`config.mk`:
```
export PLATFORM = sky130hd
export DESIGN_NAME = gate_test_sequencer
export DESIGN_NICKNAME = d
export VERILOG_FILES = /design/src/rtl/gate_seq_pkg.sv /design/src/rtl/gate_test_sequencer_settle_timer.sv /design/src/rtl/gate_test_sequencer.sv
export SDC_FILE = /design/constraint.sdc
export NUM_CORES = 1
export LEC_CHECK = 0
export ABC_AREA = 1
export CELL_PAD_IN_SITES_DETAIL_PLACEMENT = 1
export CELL_PAD_IN_SITES_GLOBAL_PLACEMENT = 1
export CORE_ASPECT_RATIO = 1.75
export CORE_MARGIN = 10
export CORE_UTILIZATION = 42
export CTS_BUF_LIST = sky130_fd_sc_hd__clkbuf_16
export CTS_CLUSTER_DIAMETER = 60
export DETAILED_ROUTE_END_ITERATION = 12
export GPL_TIMING_DRIVEN = 0
export PLACE_DENSITY = 0.81
export SYNTH_ARGS = -nofsm -noshare
export SYNTH_HDL_FRONTEND = slang
export SYNTH_SLANG_ARGS = --single-unit
```
`constraint.sdc`:
```
create_clock -name clk -period 3.7 [get_ports clk]
set_clock_uncertainty 0.05 [all_clocks]
set_input_delay 1.11 -clock clk [delete_from_list [all_inputs] [get_ports clk]]
set_output_delay 1.11 -clock clk [all_outputs]
set_load 0.02 [all_outputs]
```
`src/rtl/gate_seq_pkg.sv`:
```
// Shared definitions for the gate truth-table sequencer: FSM encoding,
// vector count and vector index width.
package gate_seq_pkg;

  typedef enum logic [1:0] {
    IDLE   = 2'd0,
    SETTLE = 2'd1,
    SAMPLE = 2'd2,
    DONE   = 2'd3
  } state_e;

  localparam int unsigned VEC_COUNT = 4;
  localparam int unsigned IDX_W     = 2;
  localparam logic [IDX_W-1:0] LAST_IDX = IDX_W'(VEC_COUNT - 1);

endpackage

```
`src/rtl/gate_test_sequencer_settle_timer.sv`:
```
// Settle countdown: loaded with the wait length, flags the last wait cycle
// so the sequencer leaves SETTLE after exactly load_val cycles.
module settle_timer (
  input  logic       clk,
  input  logic       rst,
  input  logic       load,
  input  logic [3:0] load_val,
  output logic       expired
);

  logic [3:0] cnt;

  always_ff @(posedge clk or posedge rst) begin
    if (rst) begin
      cnt <= '0;
    end else if (load) begin
      cnt <= load_val;
    end else if (cnt != '0) begin
      cnt <= cnt - 4'd1;
    end
  end

  assign expired = (cnt == 4'd1);

endmodule

```
`src/rtl/gate_test_sequencer.sv`:
```
// Drives the four {a,b} vectors into a 2-input gate, compares against a
// latched truth table and reports pass/err_count/fail_mask.
// Optional trace outputs: define GATE_SEQ_TRACE_EN.
module gate_test_sequencer
  import gate_seq_pkg::*;
#(
  parameter int unsigned SETTLE_CYCLES = 2
) (
  input  logic       clk,
  input  logic       rst,
  input  logic       start,
  input  logic       abort,
  input  logic [3:0] exp_tt,
  input  logic       dut_y,
  output logic       dut_a,
  output logic       dut_b,
  output logic       busy,
  output logic       done,
  output logic       pass,
  output logic [2:0] err_count,
  output logic [3:0] fail_mask
`ifdef GATE_SEQ_TRACE_EN
  ,
  output logic       first_fail_vld,
  output logic [1:0] first_fail_idx
`endif
);

  state_e           state_q, state_d;
  logic [IDX_W-1:0] idx;
  logic [3:0]       exp_q;
  logic             tmr_load;
  logic             tmr_expired;
  logic             start_acc;
  logic             abort_act;
  logic             mismatch;

  settle_timer u_settle_timer (
    .clk      (clk),
    .rst      (rst),
    .load     (tmr_load),
    .load_val (4'(SETTLE_CYCLES)),
    .expired  (tmr_expired)
  );

  // abort outranks start even in IDLE; on its own it only acts when busy
  assign start_acc = (state_q == IDLE) && start && !abort;
  assign abort_act = (state_q != IDLE) && abort;
  assign mismatch  = (dut_y != exp_q[idx]);
  assign busy      = (state_q != IDLE);

  always_ff @(posedge clk or posedge rst) begin
    if (rst) state_q <= IDLE;
    else     state_q <= state_d;
  end

  always_comb begin
    state_d  = state_q;
    tmr_load = 1'b0;
    case (state_q)
      IDLE: begin
        if (start_acc) begin
          state_d  = SETTLE;
          tmr_load = 1'b1;
        end
      end
      SETTLE: begin
        if (tmr_expired) state_d = SAMPLE;
      end
      SAMPLE: begin
        if (idx == LAST_IDX) begin
          state_d = DONE;
        end else begin
          state_d  = SETTLE;
          tmr_load = 1'b1;
        end
      end
      DONE:    state_d = IDLE;
      default: state_d = IDLE;
    endcase
    if (abort_act) begin
      state_d  = IDLE;
      tmr_load = 1'b0;
    end
  end

  always_ff @(posedge clk or posedge rst) begin
    if (rst) begin
      idx       <= '0;
      exp_q     <= '0;
      dut_a     <= 1'b0;
      dut_b     <= 1'b0;
      done      <= 1'b0;
      pass      <= 1'b0;
      err_count <= '0;
      fail_mask <= '0;
    end else begin
      done <= 1'b0;
      if (abort_act) begin
        dut_a <= 1'b0;
        dut_b <= 1'b0;
        pass  <= 1'b0;
      end else begin
        case (state_q)
          IDLE: begin
            if (start_acc) begin
              exp_q     <= exp_tt;
              err_count <= '0;
              fail_mask <= '0;
              idx       <= '0;
              dut_a     <= 1'b0;
              dut_b     <= 1'b0;
            end
          end
          SAMPLE: begin
            if (mismatch) begin
              fail_mask[idx] <= 1'b1;
              if (err_count != 3'(VEC_COUNT)) err_count <= err_count + 3'd1;
            end
            if (idx != LAST_IDX) begin
              idx            <= idx + 2'd1;
              {dut_a, dut_b} <= idx + 2'd1;
            end
          end
          DONE: begin
            done  <= 1'b1;
            pass  <= (err_count == '0);
            dut_a <= 1'b0;
            dut_b <= 1'b0;
          end
          default: ;
        endcase
      end
    end
  end

`ifdef GATE_SEQ_TRACE_EN
  always_ff @(posedge clk or posedge rst) begin
    if (rst) begin
      first_fail_vld <= 1'b0;
      first_fail_idx <= '0;
    end else if (start_acc) begin
      first_fail_vld <= 1'b0;
      first_fail_idx <= '0;
    end else if ((state_q == SAMPLE) && !abort && mismatch && !first_fail_vld) begin
      first_fail_vld <= 1'b1;
      first_fail_idx <= idx;
    end
  end
`endif

endmodule
```
# [Word level (Yosys, flattened, before mapping)]
# Cells that the tools add are included.
[word_totals] reg_bits=23 latch_bits=0 ramBits=0 mem_bits_ro=0 out_inout_bits=12 word_cells=87 memories=0
[op_classes] add_sub_neg=3 mul=0 n_div=0 magnitude_cmp=2 n_eq_ne=15 shift=0 n_mux=36 bitwise=2 reduce_logical=19
[ops] operator="2-to-1 mux 4 bit" count=4
[ops] operator="2-to-1 mux 1 bit" count=14
[ops] operator="2-to-1 mux 2 bit" count=6
[ops] operator="!= test 3 bit, second input constant" count=4
[ops] operator="!= test 2 bit, second input constant" count=5
[ops] operator="2-to-1 mux 3 bit" count=3
[ops] operator="one-hot mux 2 bit (4 select lines)" count=1
[ops] operator="one-hot mux 4 bit (2 select lines)" count=1
[ops] operator="AND reduction 4 bit" count=2
[ops] operator="nonzero test 2 bit" count=4
[ops] operator="nonzero test 4 bit" count=2
[ops] operator="equality test 2 bit, second input constant" count=3
[ops] operator="one-hot mux 1 bit (3 select lines)" count=2
[ops] operator="one-hot mux 3 bit (2 select lines)" count=1
[ops] operator="AND reduction 3 bit" count=2
[ops] operator="AND reduction 5 bit" count=1
[ops] operator="equality test 4 x 1 -> 1 bit, second input constant" count=1
[ops] operator="logical AND 1 bit" count=4
[ops] operator="bitwise OR 4 bit" count=1
[ops] operator="one-hot mux 2 bit (2 select lines)" count=1
[ops] operator="subtractor 4 x 1 -> 4 bit, second input constant" count=1
[ops] operator="adder 3 x 1 -> 3 bit, second input constant" count=1
[ops] operator="logical NOT 3 bit" count=1
[ops] operator="less-than comparator 2 x 3 -> 1 bit, second input constant" count=1
[ops] operator="other kinds (11)" count=11

# [Logic depth before layout (Yosys ltp)]
[depth] word_depth=7 depth_mapped=9 depth_no_buf=9

# [By module]
# Synthesis repeated with hierarchy kept, for this count alone.
[hier_totals] cells_unflattened=147 area_unflattened_um2=1270.0
[modules_own_cells] module="gate_test_sequencer" n_inst=1 cells_each=110 area_per_inst_um2=992.2 seq_area_each_um2=475.5
[modules_own_cells] module="settle_timer" n_inst=1 cells_each=37 area_per_inst_um2=277.8 seq_area_each_um2=100.1

# [Worst setup path before layout]
# OpenSTA, ideal clock, no wires.
[synth_path] kind="input-to-reg" start="input abort" end="register u_settle_timer.cnt[0]" setup_time_ns=0.124 t_arrival_ns=1.814 t_required_ns=3.526 slack_ns=1.712 path_stages=8 n_path_buf=0 path_cell_list="inv_1 nor2_2 nor2_1 nand2_4 nor2_8 nor2_4 nand2_1 o21ai_1"
[synth_between] elab_chain_cells=6 elab_cells_between_ends=8
[synth_rtl] item="start, declared" line_no="gate_test_sequencer.sv:12" text="input logic abort,"
[synth_rtl] item="logical NOT 1 bit" line_no="gate_test_sequencer.sv:47" text="assign start_acc = (state_q == IDLE) && start && !abort;"
[synth_rtl] item="logical AND 1 bit" line_no="gate_test_sequencer.sv:47"
[synth_rtl] item="2-to-1 mux 1 bit" line_no="gate_test_sequencer.sv:62" text="if (start_acc) begin"
[synth_rtl] item="one-hot mux 1 bit (2 select lines)" line_no="gate_test_sequencer.sv:60" text="case (state_q)"
[synth_rtl] item="2-to-1 mux 1 bit *" line_no="gate_test_sequencer.sv:81" text="if (abort_act) begin"
[synth_rtl] item="2-to-1 mux 4 bit / nonzero test 2 bit (equally long branches)"
[synth_rtl] item="end signal, assigned" line_no="gate_test_sequencer_settle_timer.sv:17" text="cnt <= load_val;"
[synth_rtl] item="end signal, assigned" line_no="gate_test_sequencer_settle_timer.sv:19" text="cnt <= cnt - 4'd1;"
[synth_rtl] item="end, declared" line_no="gate_test_sequencer_settle_timer.sv:11" text="logic [3:0] cnt;"
# Mark *: on every way between the ends. The rest lies on a longest branch, timed or not.
# A chain may end at the register's enable or synchronous reset.

# [Worst setup path in the final report]
[layout_path] start="register state_q[0]" end="output busy"
[layout_between] elab_chain_cells=1
[layout_rtl] item="start, declared" line_no="gate_test_sequencer.sv:29" text="state_e state_q, state_d;"
[layout_rtl] item="start signal, assigned" line_no="gate_test_sequencer.sv:54" text="else state_q <= state_d;"
[layout_rtl] item="nonzero test 2 bit" line_no="gate_test_sequencer.sv:50" text="assign busy = (state_q != IDLE);"
[layout_rtl] item="end, declared" line_no="gate_test_sequencer.sv:17" text="output logic busy,"
# No other way between the ends.

==> flow_summary.rst <==
.. list-table::
   :header-rows: 1

   * - Metric
     - Value
   * - Slew at the pin closest to its max-slew limit
     - 874.5 ps
   * - Final-stage net count
     - 174
   * - Area of the die
     - 5648 um^2
   * - FF-to-FF Start
     - state_q[0]
   * - Cell-internal power
     - 0.0006640 W
   * - Worst Hold Depth
     - 2
   * - Type of the tightest min-delay check
     - register to register
   * - Sequential power share
     - 35.7%
   * - Power density relative to cell area
     - 702.8 nW/um^2
   * - Series of cell instances along the critical path
     - nor2_4 > inv_1 > clkdlybuf4s50_1
   * - DR DRC count
     - 0
   * - Normalized max-slew margin
     - 41.63%
   * - Arrival time at the worst endpoint
     - 1550 ps
   * - Final hold violations
     - 0
   * - RSZ-0062 raised after global routing
     - false
   * - CTS max path bufs
     - 2
   * - FF-to-FF path depth
     - 6
   * - Worst path slowest cell
     - clkdlybuf4s50_1
   * - Global-route congestion overflow total
     - 0
   * - Min-Delay Startpoint
     - fail_mask[3]
   * - Post-layout worst setup margin
     - 992.9 ps
   * - Total wire length after detailed routing
     - 2.729 mm
   * - Layout area overhead
     - 25.20%
   * - Number of global-route vias before repair
     - 1062
   * - Adder-cell area share of the yosys netlist
     - 8.000%
   * - Floorplan row count
     - 26
   * - Capture point of the worst reg-to-reg path
     - u_settle_timer.cnt[0]
   * - Hold Buf Count CTS
     - 0
   * - Pin count of the biggest net entering global routing
     - 24
   * - Total negative slack
     - 0 ps
   * - Post-layout minimum cycle time
     - 2707 ps
   * - Inst Count DP
     - 180
   * - Average vias per placed instance
     - 5.272
   * - Initial Util
     - 43.22%
   * - Final GP Congestion
     - 0.7776
   * - I/O pin cnt
     - 21
   * - Antenna violations before repair
     - 0
   * - Max capacitance violation total
     - 0
   * - Area share of xor/xnor cells in the synthesized design
     - 2.100%
   * - Post-CTS setup buffer count
     - 0
   * - CTS resizes
     - 0
   * - Dpl hpwl
     - 2.234 mm
   * - Via count
     - 970
   * - Synthesis-stage register bit count
     - 23
   * - Gate Count Post-Synth
     - 132
   * - Final count of negative-setup-slack endpoints
     - 0
   * - Worst hold slack
     - 448.5 ps
   * - GRT Total Usage
     - 11.05%
   * - Fraction of the yosys area taken by sequential cells
     - 46.00%
   * - Final standard cell area without fillers
     - 1567 um^2
   * - Tcrit/Tclk final
     - 73.17%
   * - TritonCTS buffer count
     - 3
   * - Net switching power
     - 0.0004370 W
   * - CTS tree
     - built
   * - Switch share
     - 39.69%
   * - Die H
     - 92.21 um
   * - Synthesized Nets
     - 149
   * - Hold worst-path end
     - fail_mask[3]
   * - Reported leakage power
     - 0.7117 nW
   * - Global-route wire length before repair
     - 4.864 mm
   * - Unique cell type count in the Yosys netlist
     - 25
   * - Clock net sink count
     - 23
   * - Instance area after placement
     - 1486 um^2
   * - Synthesis Warnings
     - 0
   * - Peak supply drop
     - 0.4115 mV
   * - Die X
     - 61.26 um
   * - Floorplan Core Area
     - 2895 um^2
   * - Max Slew Vio Count
     - 0
   * - Critical path startpoint category
     - register
   * - Clock network power share
     - 21.0%
   * - Post-synthesis mux area share
     - 3.600%
   * - Simple logic cell fraction of the synthesized area
     - 27.90%
   * - Worst setup slack after placement
     - 1027 ps
   * - Combinational family with the most area after synthesis
     - simple AND/OR/NAND/NOR gates
   * - First DRT Iteration DRCs
     - 15
   * - Drt first pass iters
     - 4
   * - Reg2reg setup slack
     - 2070 ps
   * - Antenna-violating nets left
     - 0
   * - Required time worst endpoint
     - 2540 ps
   * - Share of final-layout standard cells stronger than drive strength 1
     - 16.03%
   * - Maximum achievable frequency
     - 369.4 MHz
   * - Clock input transition at the sequential cells of the worst setup and hold paths
     - 60 ps
   * - Worst setup path class
     - register to primary output
   * - Root buffer selected by CTS
     - clkbuf_16
   * - Endpoint class of the critical path
     - primary output
   * - Mapped Area
     - 1251 um^2
   * - Non-Filler Instances
     - 184
   * - Compound-cell area share of the yosys netlist
     - 6.800%
   * - Max Fanout on Critical Path
     - 6
   * - Number of antenna repair diodes
     - 0
   * - Number of port buffers
     - 20
   * - CTS HTree Levels
     - 1
   * - Relative contribution of combinational cells to total power
     - 43.3%
   * - Fill cell count
     - 332
   * - Status
     - completed
   * - Syn Area/Cell
     - 9.479 um^2
   * - Clock latency at the later pin of the worst-skew pair
     - 250 ps
   * - Maximum single-stage delay on the critical path
     - 530 ps
   * - Routed len/inst
     - 14.83 um
==> metal layers <==
layer / global-route usage (%) / share of wire (%) / up-vias
met5: 0 / 0 / -
met4: 5.172 / 2.0 / 0
met3: 2.210 / 3.6 / 6
met2: 19.81 / 58 / 13
met1: 11.45 / 37 / 474
li1: - / - / 477
==> layout make-up <==
class                           instances  area [um^2]  share of cell area, %
Tap cell                               28        35.03                  2.236
Sequential cell                        23        575.6                  36.74
Clock buffer                            3        75.07                  4.792
Clock inverter                          1        5.005                 0.3195
Timing Repair Buffer                   20        200.2                  12.78
Inverter                               18        70.07                  4.473
Multi-Input combinational cell         91        605.6                  38.66
==> power groups by stage <==
stage | Clock [W] | Combinational (W) | Sequential (W)
floorplan | 0 | 0.000337 | 0.000404
global placement | 0 | 0.000467 | 0.000393
detailed placement | 0 | 0.000485 | 0.000399
CTS | 0.000238 | 0.000488 | 0.000395
global route | 0.000251 | 0.000547 | 0.000407
finish | 0.000231 | 0.000477 | 0.000393
==> synth_stat cells (all sizes together) <==
cell type	instances	area [um^2]
xnor2	3	26.28
inv	18	70.07
mux2	4	45.04
nor2	13	90.09
o21ai	15	75.07
nand2	29	128.9
nand3	10	82.58
a21oi	2	10.01
and3	1	6.260
dfrtp	23	575.6
nand4	3	18.77
ha	8	100.1
nand3b	1	7.510
nor3	2	15.01
==> worst max-delay path by stage <==
| stage | to | cells after the start | startpoint |
|---|---|---|---|
| floorplan | u_settle_timer.cnt[0] | 8 | abort |
| global placement | u_settle_timer.cnt[0] | 7 | abort |
| detailed placement | u_settle_timer.cnt[0] | 7 | abort |
| CTS | busy | 3 | state_q[0] |
| global route | busy | 3 | state_q[0] |
| finish | busy | 3 | state_q[0] |
==> state kept, by name, indices dropped and copies added (netlist names) <==
| signal | cells |
|---|---|
| pass | 1 |
| exp_q | 4 |
| state_q | 2 |
| err_count | 3 |
| fail_mask | 4 |
| dut_a | 1 |
| dut_b | 1 |
| idx | 2 |
| u_settle_timer.cnt | 4 |
| done | 1 |
==> cells in the final DEF, fill, tap and decap left out, drive strengths merged <==
| master | n |
|---|---|
| clkdlybuf4s50 | 20 |
| and3 | 1 |
| mux2 | 4 |
| o21ai | 15 |
| xnor2 | 3 |
| nor3 | 2 |
| inv | 18 |
| dfrtp | 23 |
| a21oi | 2 |
| nand4 | 3 |
| clkbuf | 3 |
| nand3b | 1 |
| nor2 | 13 |
| clkinv | 1 |
| nand2 | 29 |
| nand3 | 10 |
| ha | 8 |
==> worst max-delay path: cells and delay by family (launching register included) <==
family	cells	cell delay, ps
buffers and inverters	2	590
DFF	1	480
and+or+nand+nor	1	220
==> stage by stage <==
| step | utilization, % | power, W |
|---|---|---|
| after floorplan | - | 0.0007408 |
| after global placement | 51.34 | 0.0008598 |
| after detailed placement | 51.34 | 0.0008844 |
| after CTS | 54.11 | 0.001121 |
| after global routing | 54.11 | 0.001205 |
| final | 54.11 | 0.001101 |
==> cells by family after synthesis <==
kind of cell	after synthesis
XOR/XNOR	3
adder cells (fa/ha/maj)	8
multiplexers	4
AND/OR/NAND/NOR	59
flip-flops	23
buffers and inverters	18
AO/OA/AOI/OAI	17
No activity file was read; power rests on OpenSTA's default activity.
